==> src/rtl/cp0_reg_pkg.sv <==
// Shared CP0 definitions: exception codes, register numbers, writable masks and the Cause layout.
// Consumed by cp0_reg, cp0_timer and the MEM-stage exception logic.
package cp0_reg_pkg;

  // Internal exception codes carried on exc_type; 0 means no exception.
  localparam logic [4:0] EXC_NONE = 5'h00;
  localparam logic [4:0] EXC_INT  = 5'h01;
  localparam logic [4:0] EXC_ADEL = 5'h04;
  localparam logic [4:0] EXC_ADES = 5'h05;
  localparam logic [4:0] EXC_SYS  = 5'h08;
  localparam logic [4:0] EXC_BP   = 5'h09;
  localparam logic [4:0] EXC_RI   = 5'h0a;
  localparam logic [4:0] EXC_OV   = 5'h0c;
  localparam logic [4:0] EXC_ERET = 5'h0e;

  // CP0 register numbers (all at select 0).
  localparam logic [4:0] CP0_BADVADDR = 5'd8;
  localparam logic [4:0] CP0_COUNT    = 5'd9;
  localparam logic [4:0] CP0_COMPARE  = 5'd11;
  localparam logic [4:0] CP0_STATUS   = 5'd12;
  localparam logic [4:0] CP0_CAUSE    = 5'd13;
  localparam logic [4:0] CP0_EPC      = 5'd14;

  // Software-writable bits.
  localparam logic [31:0] STATUS_WMASK = 32'h0000_ff03;
  localparam logic [31:0] CAUSE_WMASK  = 32'h0000_0300;

  localparam int ST_EXL = 1;

  typedef struct packed {
    logic        bd;
    logic        ti;
    logic [13:0] rsv_hi;
    logic [5:0]  ip_hw;
    logic [1:0]  ip_sw;
    logic        rsv_mid;
    logic [4:0]  exc_code;
    logic [1:0]  rsv_lo;
  } cause_t;

  // A faulting delay-slot instruction restarts at its branch.
  function automatic logic [31:0] epc_of(input logic [31:0] pc, input logic bd);
    return bd ? (pc - 32'd4) : pc;
  endfunction

  // Interrupts report ExcCode 0; every other trap reports its own code.
  function automatic logic [4:0] exc_code_of(input logic [4:0] exc);
    logic [4:0] code;
    case (exc)
      EXC_INT:                                       code = 5'h00;
      EXC_ADEL, EXC_ADES, EXC_SYS, EXC_BP, EXC_RI, EXC_OV: code = exc;
      default:                                       code = exc;
    endcase
    return code;
  endfunction

endpackage

==> src/rtl/cp0_timer.sv <==
// Count/Compare timer: Count advances every second cycle, TI latches on Count == Compare.
// Only instantiated by cp0_reg when CP0_COUNT_EN is defined.
module cp0_timer
  import cp0_reg_pkg::*;
(
  input  logic        clk,
  input  logic        rst,
  input  logic        count_we,
  input  logic        compare_we,
  input  logic [31:0] wdata,
  output logic [31:0] count,
  output logic [31:0] compare,
  output logic        ti
);

  logic tick;

  always_ff @(posedge clk) begin
    if (rst) begin
      count <= '0;
      tick  <= 1'b0;
    end else if (count_we) begin
      count <= wdata;
      tick  <= 1'b0;
    end else begin
      count <= count + {31'd0, tick};
      tick  <= ~tick;
    end
  end

  // A Compare write acknowledges the interrupt and wins over a same-edge match.
  always_ff @(posedge clk) begin
    if (rst) begin
      compare <= '0;
      ti      <= 1'b0;
    end else if (compare_we) begin
      compare <= wdata;
      ti      <= 1'b0;
    end else if (count == compare) begin
      ti      <= 1'b1;
    end
  end

endmodule

==> src/rtl/cp0_reg.sv <==
// Coprocessor-0 register file: BadVAddr, Count, Compare, Status, Cause, EPC, mtc0/mfc0 ports.
// Define CP0_COUNT_EN to build the Count/Compare timer; otherwise they read 0 and TI stays low.
module cp0_reg
  import cp0_reg_pkg::*;
#(
  parameter logic [31:0] STATUS_RST = 32'h0040_0000,
  parameter int          INT_W      = 6
) (
  input  logic             clk,
  input  logic             rst,
  input  logic [INT_W-1:0] int_i,
  input  logic             cp0_we,
  input  logic [4:0]       cp0_waddr,
  input  logic [2:0]       cp0_wsel,
  input  logic [31:0]      cp0_wdata,
  input  logic [4:0]       raddr,
  input  logic [2:0]       rsel,
  output logic [31:0]      rdata,
  input  logic [4:0]       exc_type,
  input  logic [31:0]      exc_pc,
  input  logic             exc_bd,
  input  logic [31:0]      exc_badvaddr,
  output logic [31:0]      cp0_status,
  output logic [31:0]      cp0_cause,
  output logic [31:0]      cp0_epc,
  output logic [31:0]      cp0_badvaddr,
  output logic             timer_int
);

  logic        exc_take;
  logic        eret_take;
  logic        mtc0_ok;
  logic        we_status;
  logic        we_cause;
  logic        we_epc;
  logic [5:0]  int_hw;

  logic [31:0] status_q;
  logic [31:0] epc_q;
  logic [31:0] badvaddr_q;
  logic        cause_bd_q;
  logic [5:0]  cause_ip_hw_q;
  logic [1:0]  cause_ip_sw_q;
  logic [4:0]  cause_exc_q;
  cause_t      cause_v;

  logic [31:0] count;
  logic [31:0] compare;
  logic        ti;

  // Exceptions and eret both block a same-edge mtc0.
  assign exc_take  = (exc_type != EXC_NONE) && (exc_type != EXC_ERET);
  assign eret_take = (exc_type == EXC_ERET);
  assign mtc0_ok   = cp0_we && (exc_type == EXC_NONE) && (cp0_wsel == 3'd0);
  assign we_status = mtc0_ok && (cp0_waddr == CP0_STATUS);
  assign we_cause  = mtc0_ok && (cp0_waddr == CP0_CAUSE);
  assign we_epc    = mtc0_ok && (cp0_waddr == CP0_EPC);
  assign int_hw    = 6'(int_i);

`ifdef CP0_COUNT_EN
  logic we_count;
  logic we_compare;

  assign we_count   = mtc0_ok && (cp0_waddr == CP0_COUNT);
  assign we_compare = mtc0_ok && (cp0_waddr == CP0_COMPARE);

  cp0_timer u_timer (
    .clk        (clk),
    .rst        (rst),
    .count_we   (we_count),
    .compare_we (we_compare),
    .wdata      (cp0_wdata),
    .count      (count),
    .compare    (compare),
    .ti         (ti)
  );
`else
  assign count   = '0;
  assign compare = '0;
  assign ti      = 1'b0;
`endif

  always_ff @(posedge clk) begin
    if (rst) begin
      status_q <= STATUS_RST;
    end else if (exc_take) begin
      status_q[ST_EXL] <= 1'b1;
    end else if (eret_take) begin
      status_q[ST_EXL] <= 1'b0;
    end else if (we_status) begin
      status_q <= (cp0_wdata & STATUS_WMASK) | (STATUS_RST & ~STATUS_WMASK);
    end
  end

  // Nested exceptions (EXL already set) keep the original BD and EPC.
  always_ff @(posedge clk) begin
    if (rst) begin
      cause_bd_q    <= 1'b0;
      cause_ip_hw_q <= '0;
      cause_ip_sw_q <= '0;
      cause_exc_q   <= '0;
    end else begin
      cause_ip_hw_q <= {int_hw[5] | ti, int_hw[4:0]};
      if (exc_take) begin
        if (!status_q[ST_EXL]) begin
          cause_bd_q <= exc_bd;
        end
        cause_exc_q <= exc_code_of(exc_type);
      end else if (we_cause) begin
        cause_ip_sw_q <= cp0_wdata[9:8] & CAUSE_WMASK[9:8];
      end
    end
  end

  always_ff @(posedge clk) begin
    if (rst) begin
      epc_q <= '0;
    end else if (exc_take && !status_q[ST_EXL]) begin
      epc_q <= epc_of(exc_pc, exc_bd);
    end else if (we_epc) begin
      epc_q <= cp0_wdata;
    end
  end

  always_ff @(posedge clk) begin
    if (rst) begin
      badvaddr_q <= '0;
    end else if (exc_take && ((exc_type == EXC_ADEL) || (exc_type == EXC_ADES))) begin
      badvaddr_q <= exc_badvaddr;
    end
  end

  always_comb begin
    cause_v          = '0;
    cause_v.bd       = cause_bd_q;
    cause_v.ti       = ti;
    cause_v.ip_hw    = cause_ip_hw_q;
    cause_v.ip_sw    = cause_ip_sw_q;
    cause_v.exc_code = cause_exc_q;
  end

  assign cp0_status   = status_q;
  assign cp0_cause    = cause_v;
  assign cp0_epc      = epc_q;
  assign cp0_badvaddr = badvaddr_q;
  assign timer_int    = ti;

  always_comb begin
    rdata = '0;
    if (rsel == 3'd0) begin
      case (raddr)
        CP0_BADVADDR: rdata = badvaddr_q;
        CP0_COUNT:    rdata = count;
        CP0_COMPARE:  rdata = compare;
        CP0_STATUS:   rdata = status_q;
        CP0_CAUSE:    rdata = cause_v;
        CP0_EPC:      rdata = epc_q;
        default:      rdata = '0;
      endcase
    end
  end

endmodule

==> config.mk <==
export PLATFORM = sky130hd
export DESIGN_NAME = cp0_reg
export DESIGN_NICKNAME = d
export VERILOG_FILES = /design/src/rtl/cp0_reg_pkg.sv /design/src/rtl/cp0_timer.sv /design/src/rtl/cp0_reg.sv
export SDC_FILE = /design/constraint.sdc
export NUM_CORES = 1
export LEC_CHECK = 0
export BUFFER_PORTS_ARGS = -buffer_cell sky130_fd_sc_hd__buf_2
export CORE_AREA = 2 2 110 112
export DETAILED_ROUTE_END_ITERATION = 7
export DIE_AREA = 0 0 112 114
export PLACE_DENSITY_LB_ADDON = 0.12
export SETUP_SLACK_MARGIN = 0.2
export SYNTH_ARGS = -nofsm -noshare
export SYNTH_HDL_FRONTEND = slang
export SYNTH_HIERARCHICAL = 1
export SYNTH_SLANG_ARGS = --single-unit
==> constraint.sdc <==
create_clock -name clk -period 5.8 [get_ports clk]
set_clock_uncertainty 0.2 [all_clocks]
set_input_delay 0.58 -clock clk [delete_from_list [all_inputs] [get_ports clk]]
set_output_delay 0.58 -clock clk [all_outputs]
set_load 0.02 [all_outputs]
==> results.toml, run 1 <==
[critical_path]
endpoint_kind = "primary output"
critPathCapture = "rdata[2]"
r2r_end = "cp0_epc[24]$_SDFFE_PP0P_"
start_kind = "input pin"
crit_type = "in2out"
crit_start = "raddr[4]"
r2r_slack_ns = 3.98
r2r_cells = 3
rr_startpoint = "cp0_status[1]$_SDFFE_PP0P_"
critPathMaxFanout = 18
worstPathArrival_ns = 3.04
cp.required_ns = 5.02

[route]
wl_um = 17900
dr.pass1.iters = 5
vias_per_cell = 5.44
first_iter_violations = 447
routed-via-count = 5482
antenna_left = 0
avgRoutedWirePerCell_um = 17.8
drc_errors = 0

[pwr]
p_leak_nw = 2.76
powerDensity_nw_per_um2 = 229
switchingPower_uw = 437
p_sw_share_pct = 30.3
pwr-share-clk_pct = 37.8
power_frac_seq_pct = 45.6
cellInternalPower_mw = 1.01
comb_power_share_pct = 16.6
ir_worst_vdd_uv = 157

[sta]
slew_viol_final = 0
max_clock_freq_mhz = 262
slew_headroom_pct = 22.3
worst_pin_slew_ns = 1.16
rsz0062_at_grt = "no"
finalCriticalPeriod_ns = 3.82
final.setup.tns_ns = 0
timing.final.crit_share_pct = 65.8
hold_viol = 0
finalSetupViolCount = 0

[global_routing]
grt_first_pass_wirelength_um = 27100
grt_max_degree = 82
grt_overflow_total = 0
antenna_found_initial = 0
grt_usage_pct = 26.8
grt_pass1_vias = 5042

[placement]
gp_congestion = 0.901
io_buffers = 246
hpwl_um = 13500
placed_cells = 992

[logic_synthesis]
synth_warnings = 6
ys_seq_area_share_pct = 36.2
syn-cell-area_sq_um = 4860
synthTopCellsByArea = "dfxtp_1 (36%), nand2_1 (8.4%), a21oi_1 (7.3%)"
synth_cells = 638
postSynth.asyncResetShare_pct = 0
synth_edf_count = 0
yosys.area.top_type_share_pct = 36.2
synth-main-ff-cell = "dfxtp_1"
synth-seq-cells = 88
post_synth_num_cell_types = 51
yosysTopAreaCell = "dfxtp_1"
synth.avg_cell_area_sq_um = 7.62

[clocking]
cts_buffer_depth = 2
cts_num_sinks = 88
path_clk_slew_ns = 0.07
htreeDepth = 3
cts_tree = "yes"
root_buffer = "clkbuf_16"
postCtsSetupBuffers = 0
cts-hold-fix-buffers = 0
cts_inserted_buffers = 9
clk_latency_ns = 0.34
cts_resized = 0

[status]
status = "finished, final reports clean"

[floorplan]
die_y_um = 114
core.rowCount = 40
die_w_um = 112
boundaryPins = 288
die-area_sq_um = 12800
core_area_sq_um = 11700
start_util_pct = 41.5

[min_path]
hp-class = "in2reg"

[cells_and_area]
nNetsFinal = 984
antenna_cells = 0
final_core_util_pct = 53.8
area_growth_pct = 29.6
final_layout_size_suffix_gt1_share_pct = 33.1
stdcell_count = 1007

[job]
cap_violations = 0
[synth_stat cells (all sizes together) (3+ instances only)]
| master | count |
|---|---|
| o221ai | 3 |
| nand3 | 4 |
| a22oi | 43 |
| nor3b | 4 |
| buf | 45 |
| inv | 7 |
| nand4 | 4 |
| or2 | 4 |
| a222oi | 8 |
| and2 | 5 |
| dfxtp | 88 |
| o21ai | 12 |
| a21oi | 71 |
| mux2i | 4 |
| or4 | 6 |
| nand2 | 109 |
| clkbuf | 43 |
| and3 | 6 |
| o22ai | 3 |
| xor2 | 7 |
| nor3 | 17 |
| nor2 | 50 |
| nor2b | 6 |
| o31a | 3 |
| xnor2 | 16 |
| a31oi | 9 |
| a21boi | 3 |
| nand2b | 5 |
| nor4 | 15 |
| or3 | 7 |
| a211oi | 8 |
[metal layers]
metal	vias to the layer above	share of wire [%]	global-route usage (%)
li1	2630	-	-
met2	248	46	42.5
met4	0	2.3	10.2
met1	2577	44	36.8
met5	-	0	0
met3	27	7.2	4.36
[power groups by stage]
| stage | registers [mW] | clock network, mW | logic (mW) |
|---|---|---|---|
| floorplan | 0.692 | 0 | 0.127 |
| global placement | 0.670 | 0 | 0.236 |
| detailed placement | 0.671 | 0 | 0.238 |
| CTS | 0.657 | 0.552 | 0.239 |
| global route | 0.660 | 0.576 | 0.261 |
| finish | 0.658 | 0.546 | 0.240 |
[placed cells by master (no fill, tap or decap), types with 7 or more instances in the layout]
| master | instances |
|---|---|
| nor3_1 | 17 |
| a21oi_1 | 71 |
| xnor2_1 | 16 |
| or3_1 | 7 |
| a22oi_1 | 43 |
| clkbuf_16 | 9 |
| nand2_1 | 109 |
| a222oi_1 | 8 |
| buf_4 | 10 |
| o21ai_0 | 10 |
| a31oi_1 | 9 |
| nor2_1 | 49 |
| a211oi_1 | 8 |
| inv_1 | 7 |
| conb_1 | 41 |
| xor2_1 | 7 |
| dfxtp_1 | 88 |
| buf_2 | 246 |
| nor4_1 | 13 |
[stage by stage]
stage	power [mW]	hold WS [ns]	worst slack [ns]	area (sq um)
after global placement	0.906	0.258	2.16	6030
after floorplan	0.818	0.249	2.80	5010
after detailed placement	0.909	0.263	2.00	6030
after CTS	1.45	0.241	2.00	6300
final	1.44	0.243	1.98	6300
after global routing	1.50	0.252	1.83	6300
[kinds of logic after synthesis]
group,Yosys count,synth area share [%]
AO/OA/AOI/OAI,170,22.5
XOR/XNOR,23,4.14
adder cells (fa/ha/maj),1,0.257
buffers and inverters,96,10.8
flip-flops,88,36.2
multiplexers,4,0.823
other,2,0.154
AND/OR/NAND/NOR,254,25.2
[worst max-delay path, stage by stage]
cell      delay, ns
buf_2          0.09
nand2b_1       0.18
or2_2          0.34
nor3b_2        0.93
buf_4          0.40
a222oi_1       0.14
nor2_1         0.17
buf_2          0.18
[cell type report]
class,instances,area (sq um)
well taps,147,184
clock inverters,6,45.0
multi-input cells,493,2750
flip-flops and latches,88,1760
repair buffers,256,1310
fillers,1223,5410
inverters,8,30.0
clock buffers,9,225
[how the worst min path moves through the flow]
| stage | from | to | cells past startpoint |
|---|---|---|---|
| final | int_i[0] | cause_ip_hw_q[0]$_SDFF_PP0_ | 2 |
| after global routing | int_i[1] | cause_ip_hw_q[1]$_SDFF_PP0_ | 2 |
| after CTS | int_i[0] | cause_ip_hw_q[0]$_SDFF_PP0_ | 2 |
| after detailed placement | cp0_badvaddr[27]$_SDFFE_PP0P_ | cp0_badvaddr[27]$_SDFFE_PP0P_ | 2 |
| after global placement | cp0_badvaddr[5]$_SDFFE_PP0P_ | cp0_badvaddr[5]$_SDFFE_PP0P_ | 2 |
| after floorplan | cause_bd_q$_SDFFE_PP0P_ | cause_bd_q$_SDFFE_PP0P_ | 2 |
[flip-flops by register name, summed over array words and instances, names as in the netlist]
| register | flops |
|---|---|
| cause_ip_hw_q | 6 |
| cp0_badvaddr | 32 |
| cp0_status | 10 |
| cause_exc_q | 5 |
| cause_bd_q | 1 |
| cp0_epc | 32 |
| cause_ip_sw_q | 2 |
No activity file was read; power rests on OpenSTA's default activity.
==> inputs of run 2 (changes only) <==
Settings changed: CORE_AREA 2 2 110 112 to 2 2 112 114, DIE_AREA 0 0 112 114 to 0 0 114 116.
Clock period 5.8 ns to 3.7 ns, I/O delays scaled along.
==> run 2 against run 1 <==
Compared with the run above: sequential power is 57% higher; critical path depth stayed put; via count is 2.3% higher; register-to-register slack worse by 2.1 ns; cell count is 0.50% higher; critical path type unchanged; largest cell class unchanged.
==> results.toml, run 2 (synthesis gave the netlist of run 1 again) <==
[clocking]
cts_resized = 0
clk_latency_ns = 0.34
root_buffer = "clkbuf_16"
path_clk_slew_ns = 0.07
postCtsSetupBuffers = 0
cts-hold-fix-buffers = 0
cts_buffer_depth = 2
cts_num_sinks = 88
cts_inserted_buffers = 9
htreeDepth = 3
cts_tree = "yes"

[placement]
hpwl_um = 13700
place_area_sq_um = 6070
gp_congestion = 0.912
placed_cells = 996
io_buffers = 246

[sta]
final.setup.tns_ns = 0
rsz0062_at_grt = "no"
finalSetupViolCount = 0
whs_ns = 0.0322
slew_headroom_pct = 39.9
slew_viol_final = 0
hold_viol = 0
timing.final.crit_share_pct = 69.4
finalCriticalPeriod_ns = 2.57
worst_pin_slew_ns = 0.901
max_clock_freq_mhz = 389

[critical_path]
r2r_slack_ns = 1.91
r2r_cells = 4
critPathCapture = "rdata[11]"
cp.required_ns = 3.13
path_buf_inv = 3
critPathMaxFanout = 15
cp_common_cell = "buf_2"
slowest_delay_ns = 0.34
cpMaxStageDelayCell = "or2_2"
crit_type = "in2out"
endpoint_kind = "primary output"
worstPathArrival_ns = 2.00
crit_start = "raddr[4]"
cp_top_family = "simple AND/OR/NAND/NOR gates"
r2r_end = "cp0_epc[12]$_SDFFE_PP0P_"
worst-path-stages = 8
crit_chain = "buf_2 -> nand2b_1 -> or2_2 -> nor3b_2 -> buf_4 -> a22oi_1 -> a21oi_1 -> buf_2"
rr_startpoint = "cp0_status[1]$_SDFFE_PP0P_"
start_kind = "input pin"

[floorplan]
die-area_sq_um = 13200
core_area_sq_um = 11900
boundaryPins = 288
die_y_um = 116
die_w_um = 114
core.rowCount = 40
start_util_pct = 40.8

[pwr]
power_mw = 2.35
p_leak_nw = 2.81
p_sw_share_pct = 29.2
pwr-share-clk_pct = 40.3
power_frac_seq_pct = 43.6
switchingPower_uw = 687
powerDensity_nw_per_um2 = 369
ir_worst_vdd_uv = 195
cellInternalPower_mw = 1.67
comb_power_share_pct = 16.1

[min_path]
hp-class = "in2reg"

[route]
routed-via-count = 5606
dr.pass1.iters = 5
avgRoutedWirePerCell_um = 17.8
antenna_left = 0
vias_per_cell = 5.54
wl_um = 18000
first_iter_violations = 465
drc_errors = 0

[cells_and_area]
final_common_cell = "buf_2"
stdcell_area_sq_um = 6370
final_cell_mix = "buf_2 (246), nand2_1 (109), dfxtp_1 (88)"
final_layout_size_suffix_gt1_share_pct = 33.6
area_growth_pct = 31.1
fillCellCount = 1176
antenna_cells = 0
stdcell_count = 1012
nNetsFinal = 988

[global_routing]
grt_pass1_vias = 5218
grt_usage_pct = 26.4
grt_overflow_total = 0
grt_max_degree = 46
grt_first_pass_wirelength_um = 27100
antenna_found_initial = 0

[job]
cap_violations = 0

[status]
status = "finished, final reports clean"
## run 2: worst min path at each step
stage          slack [ns]                            to  cells after the start                          from
3_5_place_dp         0.26  cp0_badvaddr[8]$_SDFFE_PP0P_                      2  cp0_badvaddr[8]$_SDFFE_PP0P_
6_report             0.03   cause_ip_hw_q[1]$_SDFF_PP0_                      2                      int_i[1]
5_1_grt              0.03   cause_ip_hw_q[1]$_SDFF_PP0_                      2                      int_i[1]
3_3_place_gp         0.25    cp0_status[8]$_SDFFE_PP0P_                      2    cp0_status[8]$_SDFFE_PP0P_
4_1_cts              0.02   cause_ip_hw_q[1]$_SDFF_PP0_                      2                      int_i[1]
2_1_floorplan        0.25       cause_bd_q$_SDFFE_PP0P_                      2       cause_bd_q$_SDFFE_PP0P_
## run 2: power groups by stage
stage / sequential (mW) / clock (mW) / combinational [mW]
final: 1.03 / 0.948 / 0.379
after global routing: 1.03 / 1.01 / 0.413
after CTS: 1.03 / 0.964 / 0.378
after detailed placement: 1.05 / 0 / 0.376
after global placement: 1.05 / 0 / 0.370
after floorplan: 1.08 / 0 / 0.198
## run 2: layout make-up
class	count	area, sq um	area share [%]
Sequential cell	88	1760	27.6
Clock inverter	6	65.1	1.02
Tap cell	147	184	2.89
Clock buffer	10	239	3.75
Multi-Input combinational cell	493	2760	43.3
Timing Repair Buffer	260	1340	21.0
Inverter	8	30.0	0.471
## run 2: metal layers
| metal | vias up | global-route usage, % | share of wire [%] |
|---|---|---|---|
| met2 | 330 | 43.8 | 48 |
| met5 | - | 0 | 0 |
| li1 | 2635 | - | - |
| met3 | 38 | 4.34 | 8.9 |
| met4 | 0 | 11.9 | 2.7 |
| met1 | 2603 | 33.8 | 40 |
## run 2: stage by stage
stage	util, %	setup WS (ns)
after global placement	51.0	0.896
after floorplan	-	1.12
after CTS	53.5	1.18
after detailed placement	51.0	0.855
final	53.5	1.13
after global routing	53.5	1.07
## run 2: worst register-to-register path: cells and delay by family, from the launching register on
family / cells / cell delay [ns]
flops: 1 / 0.37
buf+inv: 1 / 0.30
simple gates: 2 / 0.65
compound gates: 1 / 0.19
